===== config.mk =====
export PLATFORM = sky130hd
export DESIGN_NAME = dm_mem_stage
export DESIGN_NICKNAME = d
export VERILOG_FILES = /design/src/rtl/simplerisc_pkg.sv /design/src/rtl/dm_mem_stage.sv
export SDC_FILE = /design/constraint.sdc
export NUM_CORES = 1
export LEC_CHECK = 0
export ABC_AREA = 0
export CORE_ASPECT_RATIO = 1.25
export CORE_UTILIZATION = 38
export CTS_BUF_LIST = sky130_fd_sc_hd__clkbuf_2 sky130_fd_sc_hd__clkbuf_4 sky130_fd_sc_hd__clkbuf_8
export CTS_CLUSTER_SIZE = 12
export DETAILED_ROUTE_END_ITERATION = 10
export HOLD_SLACK_MARGIN = 0.05
export PLACE_DENSITY_LB_ADDON = 0.12
export SETUP_SLACK_MARGIN = 0.1
export SLEW_MARGIN = 20
export SYNTH_ARGS = -nofsm -noshare
export SYNTH_HDL_FRONTEND = slang
export SYNTH_SLANG_ARGS = --single-unit
export TNS_END_PERCENT = 50

===== constraint.sdc =====
create_clock -name clk -period 1.4 [get_ports clk]
set_input_delay 0.28 -clock clk [delete_from_list [all_inputs] [get_ports clk]]
set_output_delay 0.28 -clock clk [all_outputs]
set_load 0.02 [all_outputs]

===== src/rtl/simplerisc_pkg.sv =====
// Shared definitions for the simplerisc pipeline: default datapath width, register index
// width and the data-memory stage FSM states.
package simplerisc_pkg;

   localparam int unsigned DATA_W_DEFAULT = 32;
   localparam int unsigned REG_W          = 5;

   typedef enum logic {
      StIdle,
      StBusy
   } dm_state_t;

endpackage


===== src/rtl/dm_mem_stage.sv =====
// Memory-access stage: req/ack handshake with data memory, front-end stall, DM->RW register.
// Optional DM_TIMEOUT_EN aborts an access after TIMEOUT unacknowledged BUSY cycles.
module dm_mem_stage
   import simplerisc_pkg::*;
#(
   parameter int unsigned DATA_W  = DATA_W_DEFAULT,
   parameter int unsigned TIMEOUT = 16
) (
   input  logic              clk,
   input  logic              rst_n,
   input  logic [DATA_W-1:0] aluResult_DM,
   input  logic [DATA_W-1:0] op2_DM,
   input  logic [REG_W-1:0]  rd_DM,
   input  logic              isWb_DM,
   input  logic              isLd_DM,
   input  logic              isSt_DM,
   input  logic              valid_DM,
   output logic              stall_DM,
   output logic              mem_req,
   output logic              mem_we,
   output logic [DATA_W-1:0] mem_addr,
   output logic [DATA_W-1:0] mem_wdata,
   input  logic              mem_ack,
   input  logic [DATA_W-1:0] mem_rdata,
   output logic [DATA_W-1:0] ldResult_RW,
   output logic [DATA_W-1:0] aluResult_RW,
   output logic [REG_W-1:0]  rd_RW,
   output logic              isWb_RW,
   output logic              isLd_RW,
   output logic              valid_RW,
   output logic              memErr_RW
);

   dm_state_t state_q, state_d;
   logic      memop;
   logic      busy;
   logic      abort;

   assign memop = valid_DM & (isLd_DM | isSt_DM);
   assign busy  = (state_q == StBusy);

`ifdef DM_TIMEOUT_EN
   localparam int unsigned CntW = $clog2(TIMEOUT + 1);

   logic [CntW-1:0] cnt_q;

   // Held at zero while idle, so it is already clear on entry to BUSY.
   always_ff @(posedge clk or negedge rst_n) begin
      if (!rst_n) begin
         cnt_q <= '0;
      end else if (!busy) begin
         cnt_q <= '0;
      end else if (!mem_ack) begin
         cnt_q <= cnt_q + 1'b1;
      end
   end

   // An ack in the final allowed cycle takes priority over the abort.
   assign abort = busy & ~mem_ack & (cnt_q == CntW'(TIMEOUT - 1));
`else
   assign abort = 1'b0;
`endif

   always_comb begin
      state_d  = state_q;
      stall_DM = 1'b0;
      unique case (state_q)
         StIdle: begin
            stall_DM = memop;
            if (memop) state_d = StBusy;
         end
         StBusy: begin
            stall_DM = ~mem_ack & ~abort;
            if (mem_ack || abort) state_d = StIdle;
         end
         default: state_d = StIdle;
      endcase
   end

   always_ff @(posedge clk or negedge rst_n) begin
      if (!rst_n) begin
         state_q   <= StIdle;
         mem_req   <= 1'b0;
         mem_we    <= 1'b0;
         mem_addr  <= '0;
         mem_wdata <= '0;
      end else begin
         state_q <= state_d;
         mem_req <= (state_d == StBusy);
         if (!busy && memop) begin
            mem_we    <= isSt_DM;
            mem_addr  <= aluResult_DM;
            mem_wdata <= op2_DM;
         end
      end
   end

   always_ff @(posedge clk or negedge rst_n) begin
      if (!rst_n) begin
         ldResult_RW  <= '0;
         aluResult_RW <= '0;
         rd_RW        <= '0;
         isWb_RW      <= 1'b0;
         isLd_RW      <= 1'b0;
         valid_RW     <= 1'b0;
         memErr_RW    <= 1'b0;
      end else if (stall_DM) begin
         valid_RW  <= 1'b0;
         isWb_RW   <= 1'b0;
         memErr_RW <= 1'b0;
      end else begin
         aluResult_RW <= aluResult_DM;
         rd_RW        <= rd_DM;
         isWb_RW      <= isWb_DM & ~abort;
         isLd_RW      <= isLd_DM;
         valid_RW     <= valid_DM | abort;
         memErr_RW    <= abort;
         // mem_we distinguishes the outstanding access; ld+st together is a store.
         if (busy && mem_ack && !mem_we) ldResult_RW <= mem_rdata;
      end
   end

endmodule


# After elaboration in Yosys (flattened, before gate mapping)

Cells that the tools add are included.
W data, S select, Z words.

Flip-flop bits (word level): 138
Input port bits: 108
Word-level logic and storage cells: 27

Muxes and demuxes: 6
Bitwise logic cells: 5
Reductions and logical operators: 6

Operators by type and width:

| cell                | count |
|---|---|
| $mux W1             | 4 |
| $pmux W1 S2         | 2 |
| $logic_and A1 B1 Y1 | 3 |
| $not A1 Y1          | 3 |
| $logic_not A1 Y1    | 2 |
| $reduce_and A2 Y1   | 1 |
| $and A1 B1 Y1       | 1 |
| $or A1 B1 Y1        | 1 |

# Logic depth before layout (Yosys ltp)

Gate-level depths: netlist of run 1.

Word-level depth: 5
Mapped depth: 4
Mapped depth without buffers: 3

# Least setup slack after synthesis of run 1

No wires, ideal clock.

Path kind: reg-to-reg
Start point: reg state_q (netlist: busy)
End point: reg aluResult_RW[24]
Setup time: 125 ps
Arrival time: 1479 ps
Data required time: 1275 ps
Setup slack: -203 ps
Stages on the path, launching flop included: 4
Cells stage by stage: dfrtp_1 -> mux2i_1 -> buf_4 -> mux2_2

Longest elaborated chain between the ends: 2

RTL lines:

| item                   | line                | text |
|---|---|---|
| from (decl)            | dm_mem_stage.sv:34  | `dm_state_t state_q, state_d;` |
| from (signal assigned) | dm_mem_stage.sv:82  | `state_q <= StIdle;` |
| from (signal assigned) | dm_mem_stage.sv:88  | `state_q <= state_d;` |
| $not A1 Y1             | dm_mem_stage.sv:67  | `unique case (state_q)` |
| $pmux W1 S2 *          | dm_mem_stage.sv:67  |  |
| net stall_DM           | dm_mem_stage.sv:18  | `output logic stall_DM,` |
| to (signal assigned)   | dm_mem_stage.sv:112 | `aluResult_RW <= aluResult_DM;` |
| to (decl)              | dm_mem_stage.sv:26  | `output logic [DATA_W-1:0] aluResult_RW,` |

The timed path passes the listed nets; every way through them passes the cells marked *.
A chain may end at the register's enable or synchronous reset.

# Worst setup path in the final report of run 1

Start point: reg state_q (netlist: busy)
End point: reg ldResult_RW[11]

Longest elaborated chain between the ends: 4
Elaborated cells between the ends (all ways): 6
Classes of those cells: 1 x mux; 2 x bitwise; 3 x reduce/logical

RTL lines:

| item                          | line                | text |
|---|---|---|
| $not A1 Y1                    | dm_mem_stage.sv:67  |  |
| $pmux W1 S2                   | dm_mem_stage.sv:67  |  |
| $not A1 Y1 (no line)          | --                  |  |
| $reduce_and A2 Y1 (no line) * | --                  |  |
| to (signal assigned)          | dm_mem_stage.sv:119 | `if (busy && mem_ack && !mem_we) ldResult_RW <= mem_rdata;` |
| to (decl)                     | dm_mem_stage.sv:25  | `output logic [DATA_W-1:0] ldResult_RW,` |

Mark *: on every way between the ends. The rest lies on a longest branch, timed or not.

==> results.md, run 1 <==
- Outcome: finished, violations left
- Failing checks: negative setup slack
- Hold crit path type: input pin to asynchronous set/reset pin
- Hold Slack: 0.3158 ns
- Final Skew: 0.007662 ns
- Die H: 131.9 um
- Post-route clock period utilization: 1.114
- Port bufs: around 250
- Global-route wire length before repair: 20760 um
- Die area: 13960 um2
- Initial antenna violation count: 0
- GRT Total Usage: 0.1951
- Flop pwr share: 0.409
- Routed via count: about 3600
- Wirelength per Cell: 18.35 um
- GRT overflow: 0
- Number of diodes: 0
- Share of layout cells above drive strength 1: 0.5741
- Clock network power share: 0.224
- RSZ-0062 raised after global routing: yes
- CTS tree: yes
- Clk sink count: 138
- Crit path launch type: flop
- Internal power: 9.154 mW
- Die Wd: 105.9 um
- Cts bufs inserted: 17
- Largest area contributor in the netlist: dfrtp_1
- Antenna-violating nets left: 0
- Worst path required time: 1.71 ns
- Count of state elements after synthesis: 138
- Leakage: 3.898 nW
- Row cnt: 47
- # IOs: 248
- H-tree depth: 4
- Post-synth cell types: 14
- Synthesized Nets: 406
- Mapped Cells: between 200 and 300
- Layout area overhead: 66.32%
- Critical path class: flop to flop
- Post-detail-place hpwl: 9612 um
- Peak supply drop: roughly 0.8 mV
- Largest cells by area after synthesis: dfrtp_1 67%, mux2_2 29%, buf_4 1.6%, buf_2 0.29%, mux2i_1 0.20%
- Vias in the first global route: a little under 4000
- YS warnings: 0
- Final #Nets: 691
- Avg Cell Area, Syn: 17.20 um2
- Worst-path clk slew: about 0.07 ns
- Design area: 8526 um2
- Final hold violations: 0
- Max frequency: ~640 MHz
- 1st-iter DRT viols: between 50 and 60
- GPL Wtd Cong: around 0.75
- Top-area cell type share of the netlist area: 0.6737
- DR vias/cell: 4.757
- Setup violators final: 129
- Fin. max-slew vios: 0
- Combinational share of power: 0.366
- CP endpoint kind: flop
- PnR worst setup slack: -0.1593 ns
- Power Density: ~1600 nW/um2
- Area after DPL: 8118 um2
- Root buffer cell: clkbuf_8
- R2R setup slack: -0.16 ns
- Core Region: 13230 um2
- Clk Latency, worst-skew pair: 0.43 ns
- Largest net degree at the start of global routing: 38
- Sw Share: 0.3227
- Tmin final: 1.559 ns
- Max Cap Viol: 0
- Reg2Reg Depth: 5
- Max FO, Critical Path: 9
- Overall power: 13.52 mW
- Synthesized area: slightly above 5000 um2
- Psw: 4.362 mW
- Critical Path AT: between 1.5 and 2 ns
- DR pass1 iterations: 7
- Post-synthesis sequential area ratio: 0.6737
- Initial Util: 0.3874
- Clock Path Buffers: 2
- Number of remaining DRC errors: 0
- R2R Path Start: busy
- Routed wire length: 14040 um
- Crit Reg-Reg Endpoint: ldResult_RW[11]
-- synthesized netlist by cell type, drive strengths merged --
library cell and n:
mux2i 1, nand2 1, inv 2, conb 1
a22o 1, nor2 3, o21ai 1, nor2b 1
mux2 134, nand3b 1, buf 14, dfrtp 138
-- sequential cells by signal (all words and copies together) (netlist names) --
register and count:
aluResult_RW 32, busy 1, isLd_RW 1, isWb_RW 1, ldResult_RW 32, mem_addr 32
mem_wdata 32, mem_we 1, rd_RW 5, valid_RW 1
-- logic make-up (layout without fill, tap and decap cells) --
logic type,Yosys count,count (layout),share of synthesized area
AOI/OAI and AO/OA,2,2,0.002684
DFF,138,138,0.6737
other,1,1,0.0007315
muxes,135,135,0.2963
buffers and inverters,16,312,0.02050
and+or+nand+nor,6,6,0.006104
-- power by group through the flow --
stage	registers [mW]	clock network (mW)	logic, mW
3_3_place_gp	5.47	0	5.12
2_1_floorplan	6.70	0	1.22
5_1_grt	5.65	3.31	5.20
4_1_cts	5.42	3.12	4.34
6_report	5.53	3.03	4.95
3_5_place_dp	5.52	0	5.19
-- worst max-delay path: stages (launching register included) --
cell and delay (ns):
dfrtp_2 0.44, buf_4 0.17, nand3b_1 0.19, buf_12 0.16, clkbuf_16 0.15, mux2_2 0.34
-- what timing repair did --
item                                    4_1_cts  5_1_grt
resized for setup                           569      148
endpoints found under the setup margin      273      207
pin swaps                                     2        1
setup buffers                                 3        3
gates cloned                                  0        8
endpoints found under the hold margin        48        0
hold buffers                                  1        0
-- metal layers --
metal,wire (um),global-route usage,up-vias
met5,0,0,-
met2,7182,0.3250,172
met4,276,0.07793,0
li1,-,-,1614
met1,5361,0.2269,1835
met3,1221,0.07266,18
-- worst max-delay path by stage --
stage,cells past startpoint,startpoint,slack (ns),endpoint
after floorplan,3,busy,-0.04,aluResult_RW[0]
after global placement,6,isSt_DM,-0.57,mem_wdata[26]
after detailed placement,6,isSt_DM,-0.60,mem_wdata[23]
after CTS,4,busy,-0.14,aluResult_RW[28]
after global routing,5,busy,-0.19,ldResult_RW[11]
final,5,busy,-0.16,ldResult_RW[11]
-- cell type report --
class / count / area, um2
fill: 1008 / 4706
timing repair buffer: 280 / 2766
multi-input combinational: 144 / 1717
sequential: 138 / 3455
tap: 171 / 214.0
inverter: 2 / 7.507
clock buffer: 22 / 296.5
clock inverter: 8 / 70.07
-- through the flow --
| step | instances | setup TNS (ns) | setup WS, ns | utilization |
|---|---|---|---|---|
| after global routing | 765 | -16.81 | -0.1898 | 0.6444 |
| after detailed placement | 720 | -65.48 | -0.5994 | 0.6135 |
| final | 765 | -11.95 | -0.1593 | 0.6444 |
| after CTS | 754 | -10.14 | -0.1363 | 0.5948 |
| after floorplan | 298 | -2.195 | -0.04475 | - |
| after global placement | 720 | -65.27 | -0.5717 | 0.6135 |
-- layout by cell type (no fill, tap or decap), types with 2 or more instances in the layout --
master           count
buf_12              13
buf_2               66
buf_4               15
buf_6               71
clkbuf_16            6
clkbuf_8            21
clkdlybuf4s50_1    106
clkinv_2             5
clkinvlp_4           2
dfrtp_1            137
inv_1                2
mux2_2             100
mux2_4              34
nor2_1               2
No activity file was read; power rests on OpenSTA's default activity.
==> inputs of run 2 (changes only) <==
Settings changed: CORE_UTILIZATION 38 to 42.
Clock period 1.4 ns to 1.65 ns, I/O delays scaled along.
==> results.md, run 2 (same netlist as run 1, synthesis figures left out) <==
- Outcome: completed
- Fin. max-slew vios: 0 (unchanged)
- Peak supply drop: 0.7810 mV (-2.3%)
- Global-route wire length before repair: 19440 um (-6.4%)
- Critical Path End: stall_DM
- Setup violators final: 0 (-100%)
- Share of layout cells above drive strength 1: 0.3253 (-0.2488)
- Max FO, Critical Path: 2 (-7)
- GRT overflow: 0 (unchanged)
- Root buffer cell: clkbuf_8
- Max frequency: 637.9 MHz
- Hold crit path type: input pin to flop
- Die H: 125.5 um (-4.8%)
- Die area: 12650 um2 (-9.4%)
- Most frequent cells in the layout: 137 x dfrtp_1, 137 x dlygate4sd2_1, 134 x mux2_2, 104 x clkdlybuf4s50_1, 18 x clkbuf_8
- Critical Path AT: 1.24 ns (-0.63 ns)
- GPL Wtd Cong: 0.7533 (+0.11%)
- Design area: 8227 um2 (-3.5%)
- Crit Reg-Reg Endpoint: aluResult_RW[23]
- Initial antenna violation count: 1 (+1)
- Initial Util: 0.4372 (+0.04973)
- Routed via count: 3473 (-4.6%)
- Die Wd: 100.8 um (-4.8%)
- Clk sink count: 138 (unchanged)
- Wirelength per Cell: 16.69 um (-9.1%)
- Vias in the first global route: 3698 (-5.0%)
- Core Region: 11730 um2 (-11%)
- Tmin final: 1.568 ns
- GRT Total Usage: 0.2045 (+0.009328)
- PnR worst setup slack: 0.08238 ns (+0.2416 ns)
- Number of remaining DRC errors: 0 (unchanged)
- Overall power: 11.30 mW (-16%)
- DR vias/cell: 4.693 (-1.3%)
- Reg2Reg Depth: 4 (-1)
- Non-Filler Instances: 740 (-3.3%)
- RSZ-0062 raised after global routing: yes
- Row cnt: 44 (-6.4%)
- Max Cap Viol: 0 (unchanged)
- Power Density: 1373 nW/um2 (-13%)
- Worst path required time: 1.32 ns (-0.39 ns)
- Post-detail-place hpwl: 9118 um (-5.1%)
- R2R Path Start: busy
- Routed wire length: 12350 um (-12%)
- Clock Path Buffers: 2 (unchanged)
- Final Skew: 0.005053 ns (-0.002609 ns)
- Layout area overhead: 60.48%
- Antenna-violating nets left: 0 (unchanged)
- DR pass1 iterations: 4 (-3)
- Leakage: 3.704 nW (-5.0%)
- 1st-iter DRT viols: 77 (+40%)
- Largest net degree at the start of global routing: 39 (+2.6%)
- Final hold violations: 0 (unchanged)
- Placed cells: 705 (-2.1%)
- Final #Nets: 673 (-2.6%)
- Cts bufs inserted: 17 (unchanged)
- Port bufs: 246 (unchanged)
- Post-route clock period utilization: 0.9501
- # IOs: 248 (unchanged)
- Crit path launch type: input pin
- Pre-CTS setup slack: -0.4468 ns (+0.1527 ns)
- Area after DPL: 7893 um2 (-2.8%)
- Clk Latency, worst-skew pair: 0.42 ns (about the same)
- Worst Setup SP: valid_DM
- CP endpoint kind: output port
- R2R setup slack: 0.12 ns (+0.28 ns)
- CTS tree: yes
- Critical path class: input pin to output port
- H-tree depth: 4 (unchanged)
- Worst-path clk slew: 0.07 ns (about the same)
-- run 2: per-layer routing --
layer / track usage / vias up / share of wire
met3: 0.09391 / 13 / 0.11
met1: 0.2324 / 1708 / 0.37
met4: 0.08696 / 0 / 0.017
met2: 0.3300 / 164 / 0.50
li1: - / 1588 / -
met5: 0 / - / 0
-- run 2: metrics by stage --
stage | util | setup TNS [ns] | hold WS (ns)
finish | 0.7016 | 0 | 0.2164
global route | 0.7013 | 0 | 0.1994
CTS | 0.6985 | -0.07345 | 0.3425
detailed placement | 0.6731 | -37.55 | 0.2349
global placement | 0.6731 | -36.26 | 0.2325
floorplan | - | 0 | 0.03441
-- run 2: area by class of cell --
class	count	area, um2
Tap cell	161	201.4
Clock buffer	20	262.8
Timing Repair Buffer	262	2512
Fill cell	903	3500
Multi-Input combinational cell	144	1589
Inverter	2	7.507
Antenna cell	1	2.502
Clock inverter	12	196.4
Sequential cell	138	3455
-- run 2: repair_timing --
action / CTS / global route
pin swaps: 0 / 1
gates resized for setup: 145 / 6
cloned: 0 / 1
hold buffers: 1 / 0
setup endpoints to repair: 176 / 59
buffers inserted: 0 / 0
endpoints found under the hold margin: 28 / 0
-- run 2: power breakdown --
group	leakage [nW]	total, mW	switching (mW)	internal, mW
registers	1.62	4.56	0.365	4.20
clock network	0.226	3.11	1.24	1.87
logic	1.86	3.63	1.89	1.74
total	3.70	11.3	3.50	7.80
-- run 2: worst min-delay path by stage --
stage | start | to | slack (ns) | cells past startpoint
detailed placement | rst_n | ldResult_RW[24] | 0.23 | 1
global placement | rst_n | ldResult_RW[28] | 0.23 | 1
finish | isSt_DM | mem_we | 0.22 | 2
floorplan | rst_n | aluResult_RW[0] | 0.03 | 0
CTS | rst_n | ldResult_RW[24] | 0.34 | 2
global route | isSt_DM | mem_we | 0.20 | 2
-- run 2: critical path, cell delays in order --
cell and delay [ns]:
clkdlybuf4s50_1 0.49, o21ai_2 0.09, mux2i_4 0.18, buf_6 0.15
